### src/rtl/main_control_fsm.sv
// ---------------------------------------------------------------------------
// main_control_fsm
//
// Main control unit for a multicycle MIPS datapath. Each instruction steps
// through fetch, decode, execute, memory and writeback states. The unit
// drives the datapath enables and mux selects for each state. It also
// generates the 2-bit aluOp (00 add, 01 sub, 10 decode funct) that feeds the
// ALU control decoder.
//
// Ports:
//   clk          system clock, rising edge
//   reset        asynchronous, active-high reset (state returns to FETCH)
//   opcode       instr[31:26] from the instruction register
//   memReady     memory completed the current read/write this cycle
//   pcWrite      unconditional PC load
//   pcWriteCond  PC load qualified by ALU zero in the datapath
//   iorD         memory address select: 0=PC, 1=ALUOut
//   memRead      memory read request
//   memWrite     memory write request
//   irWrite      instruction register load
//   memToReg     register write data: 0=ALUOut, 1=MDR
//   regDst       destination register: 0=rt, 1=rd
//   regWrite     register file write enable
//   aluSrcA      0=PC, 1=A
//   aluSrcB      00=B, 01=4, 10=signext imm, 11=signext imm<<2
//   aluOp        00 add, 01 sub, 10 funct
//   pcSource     00=ALU result, 01=ALUOut, 10=jump target
//   state        current state encoding, for debug
//   illegalOp    (ILLEGAL_OP_TRAP_EN only) high while trapped
//
// Build option:
//   ILLEGAL_OP_TRAP_EN  adds the TRAP state and the illegalOp output. An
//                       unrecognised opcode then parks the FSM in TRAP
//                       until reset. Without it, such an opcode completes
//                       as a no-op and the FSM returns to FETCH.
// ---------------------------------------------------------------------------
module main_control_fsm #(
   parameter logic [5:0] OP_RTYPE = 6'h00,
   parameter logic [5:0] OP_LW    = 6'h23,
   parameter logic [5:0] OP_SW    = 6'h2B,
   parameter logic [5:0] OP_BEQ   = 6'h04,
   parameter logic [5:0] OP_J     = 6'h02,
   parameter logic [5:0] OP_ADDI  = 6'h08
) (
   input  logic       clk,
   input  logic       reset,
   input  logic [5:0] opcode,
   input  logic       memReady,
   output logic       pcWrite,
   output logic       pcWriteCond,
   output logic       iorD,
   output logic       memRead,
   output logic       memWrite,
   output logic       irWrite,
   output logic       memToReg,
   output logic       regDst,
   output logic       regWrite,
   output logic       aluSrcA,
   output logic [1:0] aluSrcB,
   output logic [1:0] aluOp,
   output logic [1:0] pcSource,
   output logic [3:0] state
`ifdef ILLEGAL_OP_TRAP_EN
   ,
   output logic       illegalOp
`endif
);

   typedef enum logic [3:0] {
      ST_FETCH  = 4'd0,
      ST_DECODE = 4'd1,
      ST_MEMADR = 4'd2,
      ST_MEMRD  = 4'd3,
      ST_MEMWB  = 4'd4,
      ST_MEMWR  = 4'd5,
      ST_EXEC   = 4'd6,
      ST_ALUWB  = 4'd7,
      ST_BRANCH = 4'd8,
      ST_ADDIEX = 4'd9,
      ST_ADDIWB = 4'd10,
      ST_JUMP   = 4'd11
`ifdef ILLEGAL_OP_TRAP_EN
      ,
      ST_TRAP   = 4'd12
`endif
   } state_t;

   state_t state_q;
   state_t state_d;

   // State register. Reset clears it straight away, without waiting for a
   // clock edge. All outputs decode from this register, so the write strobes
   // drop in the same delta and a pending writeback never completes.
   always_ff @(posedge clk or posedge reset) begin
      if (reset) begin
         state_q <= ST_FETCH;
      end else begin
         state_q <= state_d;
      end
   end

   // Next-state and output decode. Every output is a Moore decode of
   // state_q, with one exception: the FETCH loads (irWrite, pcWrite) are
   // also gated by memReady. They only fire in the cycle the instruction
   // word is actually delivered. The FETCH, MEMRD and MEMWR states hold
   // until memReady is seen. opcode is only looked at in DECODE and MEMADR.
   // IR is stable outside FETCH, so opcode is ignored everywhere else.
   always_comb begin
      state_d     = ST_FETCH;
      pcWrite     = 1'b0;
      pcWriteCond = 1'b0;
      iorD        = 1'b0;
      memRead     = 1'b0;
      memWrite    = 1'b0;
      irWrite     = 1'b0;
      memToReg    = 1'b0;
      regDst      = 1'b0;
      regWrite    = 1'b0;
      aluSrcA     = 1'b0;
      aluSrcB     = 2'b00;
      aluOp       = 2'b00;
      pcSource    = 2'b00;
`ifdef ILLEGAL_OP_TRAP_EN
      illegalOp   = 1'b0;
`endif
      case (state_q)
         ST_FETCH: begin
            memRead = 1'b1;
            aluSrcB = 2'b01;
            irWrite = memReady;
            pcWrite = memReady;
            state_d = memReady ? ST_DECODE : ST_FETCH;
         end
         ST_DECODE: begin
            aluSrcB = 2'b11;
            if (opcode == OP_LW || opcode == OP_SW) begin
               state_d = ST_MEMADR;
            end else if (opcode == OP_RTYPE) begin
               state_d = ST_EXEC;
            end else if (opcode == OP_BEQ) begin
               state_d = ST_BRANCH;
            end else if (opcode == OP_J) begin
               state_d = ST_JUMP;
            end else if (opcode == OP_ADDI) begin
               state_d = ST_ADDIEX;
            end else begin
`ifdef ILLEGAL_OP_TRAP_EN
               state_d = ST_TRAP;
`else
               state_d = ST_FETCH;
`endif
            end
         end
         ST_MEMADR: begin
            aluSrcA = 1'b1;
            aluSrcB = 2'b10;
            state_d = (opcode == OP_SW) ? ST_MEMWR : ST_MEMRD;
         end
         ST_MEMRD: begin
            memRead = 1'b1;
            iorD    = 1'b1;
            state_d = memReady ? ST_MEMWB : ST_MEMRD;
         end
         ST_MEMWB: begin
            regWrite = 1'b1;
            memToReg = 1'b1;
            state_d  = ST_FETCH;
         end
         ST_MEMWR: begin
            memWrite = 1'b1;
            iorD     = 1'b1;
            state_d  = memReady ? ST_FETCH : ST_MEMWR;
         end
         ST_EXEC: begin
            aluSrcA = 1'b1;
            aluOp   = 2'b10;
            state_d = ST_ALUWB;
         end
         ST_ALUWB: begin
            regWrite = 1'b1;
            regDst   = 1'b1;
            state_d  = ST_FETCH;
         end
         ST_BRANCH: begin
            aluSrcA     = 1'b1;
            aluOp       = 2'b01;
            pcWriteCond = 1'b1;
            pcSource    = 2'b01;
            state_d     = ST_FETCH;
         end
         ST_ADDIEX: begin
            aluSrcA = 1'b1;
            aluSrcB = 2'b10;
            state_d = ST_ADDIWB;
         end
         ST_ADDIWB: begin
            regWrite = 1'b1;
            state_d  = ST_FETCH;
         end
         ST_JUMP: begin
            pcWrite  = 1'b1;
            pcSource = 2'b10;
            state_d  = ST_FETCH;
         end
`ifdef ILLEGAL_OP_TRAP_EN
         ST_TRAP: begin
            illegalOp = 1'b1;
            state_d   = ST_TRAP;
         end
`endif
         default: begin
            state_d = ST_FETCH;
         end
      endcase
   end

   assign state = state_q;

endmodule

### config.mk
export PLATFORM = sky130hd
export DESIGN_NAME = main_control_fsm
export DESIGN_NICKNAME = d
export VERILOG_FILES = /design/src/rtl/main_control_fsm.sv
export SDC_FILE = /design/constraint.sdc
export NUM_CORES = 1
export LEC_CHECK = 0
export ABC_AREA = 0
export BUFFER_PORTS_ARGS = -buffer_cell sky130_fd_sc_hd__clkbuf_2
export CORE_MARGIN = 4
export CORE_UTILIZATION = 30
export DETAILED_ROUTE_END_ITERATION = 12
export GPL_ROUTABILITY_DRIVEN = 1
export PLACE_DENSITY = 0.59
export SLEW_MARGIN = 30
export SYNTH_ARGS = -nofsm -noshare
export SYNTH_HDL_FRONTEND = slang
export SYNTH_SLANG_ARGS = --single-unit
### constraint.sdc
create_clock -name clk -period 1.9 [get_ports clk]
set_input_delay 0.57 -clock clk [delete_from_list [all_inputs] [get_ports clk]]
set_output_delay 0.57 -clock clk [all_outputs]
set_load 0.005 [all_outputs]
# After elaboration in Yosys (flattened, before gate mapping)
# Index checks and enable logic that the tools add are counted.
# word_totals
reg_bits	4
in_bits	9
word_cells	48
output_inout_bits	20
# op_classes
muxes	23
reduce_logical	8
n_eq_ne	16
# op_table
op	n
$pmux W4 S7	1
$mux W4	5
$eq A4 B3 Y1 const B	4
$eq A4 B4 Y1 const B	4
$eq A6 B6 Y1 const B	2
$mux W1	10
$mux W3	3
$eq A4 B2 Y1 const B	2
$pmux W2 S2	2
$eq A6 B2 Y1 const B	1
$eq A6 B3 Y1 const B	1
$eq A6 B4 Y1 const B	1
$logic_not A6 Y1	1
$pmux W2 S3	1
$reduce_or A2 Y1	3
$eq A4 B1 Y1 const B	1
$logic_not A4 Y1	1
$reduce_or A4 Y1	1
$reduce_or A3 Y1	1
$pmux W1 S2	1
$logic_or A1 B1 Y1	1

# Depth between registers and ports, before layout
# logic_depth
word_depth	7
mapped_depth	4
depth_no_buf	3

# Worst setup path before layout
# No wires, ideal clock.
# synth_timing
path_kind	register to output
startpoint	register state_q[1], in the netlist state[1]
endpoint	output pcSource[0]
required_time_ns	1.330
n_path_buf	3
path_stages_with_launch	5
arrival_ns	1.124
setup_slack_ns	0.206
path_cell_list	dfrtp_1 buf_6 buf_2 nor3_1 buf_4
# synth_between
elab_chain_cells	2
elab_cells_between_ends	3
classes_between	eq/ne (2); mux (1)
# synth_lines
element	line	source
start: declaration	88	state_t state_q;
start signal: assignment	98	state_q <= state_d;
$eq A4 B4 Y1	126	case (state_q)
$pmux W2 S2 *	126	
end: declaration	61	output logic [1:0] pcSource,
# Every way passes the cells marked *; elsewhere a longest branch is shown, timed or not.

# Worst setup path in the final report
# layout_timing
startpoint	register state_q[1], in the netlist state[1]
endpoint	output aluSrcB[1]
# layout_between
elab_chain_cells	3
elab_cells_between_ends	6
classes_between	eq/ne (3); mux (1); reduce/logical (2)
# layout_lines
element	line	source
$eq A4 B4 Y1 / $eq A4 B2 Y1 (equally long branches)	126	
$reduce_or A2 Y1 (no source line)	n/a	
$pmux W2 S3 *	126	
end: declaration	59	output logic [1:0] aluSrcB,
# Marked as above.

==> out/qor.yml <==
logic_synthesis:
  synth_xor_area_share_pct: 3.14
  syn_area_per_cell_um2: 7.64
  seq_area_frac_synth_pct: 17.9
  synth_edf_count: 0
  synth_seq_cells: 4
  synth_compound_area_share_pct: 21.1
  syn-num-nets: 82
  synth_top_family_by_area: "simple AND/OR/NAND/NOR gates"
  synth_cells: 73
  syn_area_um2: 558
  synth-adder-area-share_pct: 0
  synth-simple-area-share_pct: 47.1
  synth_async_sr_flop_share_pct: 100
  yosys_warnings: 0
  muxShareOfSynthArea_pct: 1.79
  synth_cell_types: 39
  synth-main-ff-cell: "dfrtp_1"
global_routing:
  grt_pass1_vias: 594
  antenna_found_initial: 0
  grt_overflow_total: 0
  grt_max_degree: 14
  grt_use_total_pct: 11.9
  grt_pass1_wl_um: 2410
floorplanning:
  die_area_mm2: 0.00261
  dieWidth_um: 51.1
  initial_utilization_pct: 32.0
  io_pins: 29
  coreArea_mm2: 0.00175
  row_count: 15
  die_y_um: 51.1
layout:
  largest_register_ffs: 4
  diodes: 0
  multi_input_area_um2: 455
  final_nets: 120
  final_util_pct: 49.5
  layout_commonest_cell: "clkbuf_2"
  layout-drive-gt1-share_pct: 53.2
  layoutNonFillerInstCount: 134
  synthToLayoutAreaGrowth_pct: 54.9
  final_cell_mix: "clkbuf_2 (25), buf_4 (7), nor2_1 (6)"
  nFillCells: 178
  regArea_um2: 105
critical_path:
  crit_start: "state[1]"
  crit_path_max_fanout: 6
  cp-start-kind: "flip-flop"
  max_stage_delay_ns: 0.43
  cpMaxStageDelayCell: "dfrtp_2"
  crit_type: "reg -> out"
  arrival_ns: 1.34
  required_ns: 1.33
  cp_cell_sequence: "buf_6 > or2b_1 > a21oi_2 > buf_2"
  end_kind: "output port"
  reg2reg_depth: 4
  r2r_start: "state[2]"
  rrSetupSlack_ns: 0.61
cts:
  htree_levels: 1
  cts_buffers: 3
  clk_pin_slew_ns: 0.04
  clockBufferDepth: 2
  cts_tree: "yes"
  hold_buffers: 0
  cts_sinks: 4
  clk_latency_ns: 0.24
  cts_root_buf: "clkbuf_4"
timing:
  drv_slew: 0
  fin_skew_ns: 0.00119
  fin_crit_sh_pct: 100
  tns_ns: -0.00832
  worst_pin_slew_ns: 0.259
  rsz0062_at_grt: "true"
  period_minus_slack_ns: 1.91
  setup_viol: 1
  fmax_mhz: 524
  worst_slack_ns: -0.00832
  hold_viol_final: 0
  slew_headroom_pct: 82.5
power:
  cellLeakagePower_nw: 0.416
  power_density_mw_per_mm2: 1010
  internal_power_mw: 0.510
  p_comb_share_pct: 70.0
  switchingPower_mw: 0.362
  clkPwrFrac_pct: 12.5
  swShare_pct: 41.5
  peakVddDrop_mv: 0.473
  p_total_mw: 0.872
  power_frac_seq_pct: 17.5
routing:
  drt_first_pass_iters: 4
  viasPerCell: 5.01
  routed_wl_um: 1710
  antenna_left: 0
  drc: 0
  dr_total_vias: 672
  first_iter_violations: 4
  wl_per_cell_um: 12.8
status:
  violations: "negative setup slack"
  outcome: "complete, but fails checks"
placement:
  globalplace.congestion: 0.705
  hpwl_um: 1200
  dp.cells: 127
  io_buffers: 28
job:
  cap_violations: 0
hold_path:
  hp-class: "in -> async"
## routing by layer
metal	GRT usage (%)	vias to the layer above	routed length, µm
met5	0	-	0
li1	-	343	-
met2	20.2	19	886
met3	5.25	0	92
met4	0	0	0
met1	14.6	310	732
## cell families (layout without fill, tap and decap cells)
group	Yosys count	in the layout
and+or+nand+nor	42	42
xor gates and xnor gates	2	2
DFF	4	4
muxes	1	1
buffers and inverters	7	43
AOI/OAI and AO/OA	17	17
## what timing repair did
item | CTS | global route
gates resized for setup | 6 | 15
endpoints found under the setup margin | 6 | 7
pin swaps | 0 | 2
setup buffers | 1 | 3
## layout make-up
class	instances	share of cell area [%]
multi-input cells	62	52.7
inverters	1	0.434
well taps	25	3.62
clock buffers	3	2.60
flip-flops and latches	4	12.2
repair buffers	39	28.5
## cells in the mapped netlist, drive strengths merged (2+ instances only)
library cell	n	share of area, %
nor2b	8	10
nor2	7	5.2
o21ai	7	6.3
buf	6	8.3
nor3	6	6.3
dfrtp	4	18
nand2b	3	3.4
nor3b	3	4.0
a21oi	2	1.8
and3	2	2.2
nand3b	2	2.7
xor2	2	3.1
## power by group through the flow
stage	registers (mW)	clock network (mW)	logic [mW]
after global placement	0.147	0	0.492
after CTS	0.148	0.110	0.525
after floorplan	0.135	0	0.326
after global routing	0.155	0.114	0.671
final	0.152	0.109	0.611
after detailed placement	0.147	0	0.496
## critical path: cells and delay by family (launching register included)
| family | cells | cell delay, ns |
|---|---|---|
| simple gates | 1 | 0.26 |
| flops | 1 | 0.43 |
| compound gates | 1 | 0.15 |
| buf+inv | 2 | 0.26 |
## path summary, 6_finish.rpt
check | to
max | aluSrcB[1]
min | state[2]
max reg2reg | state[0]
min reg2reg | state[0]
max in group asynchronous | state[0]
min in group clk | state[0]
## metrics by stage
stage               instance area [µm²]  worst slack (ns)  hold slack [ns]
floorplan                           558             0.206            0.336
global placement                    736             0.189            0.432
detailed placement                  736             0.163            0.440
CTS                                 778           -0.0140            0.189
global route                        865           -0.0567            0.200
finish                              865          -0.00832            0.188
Note: power is estimated with default switching activity, not from simulation.
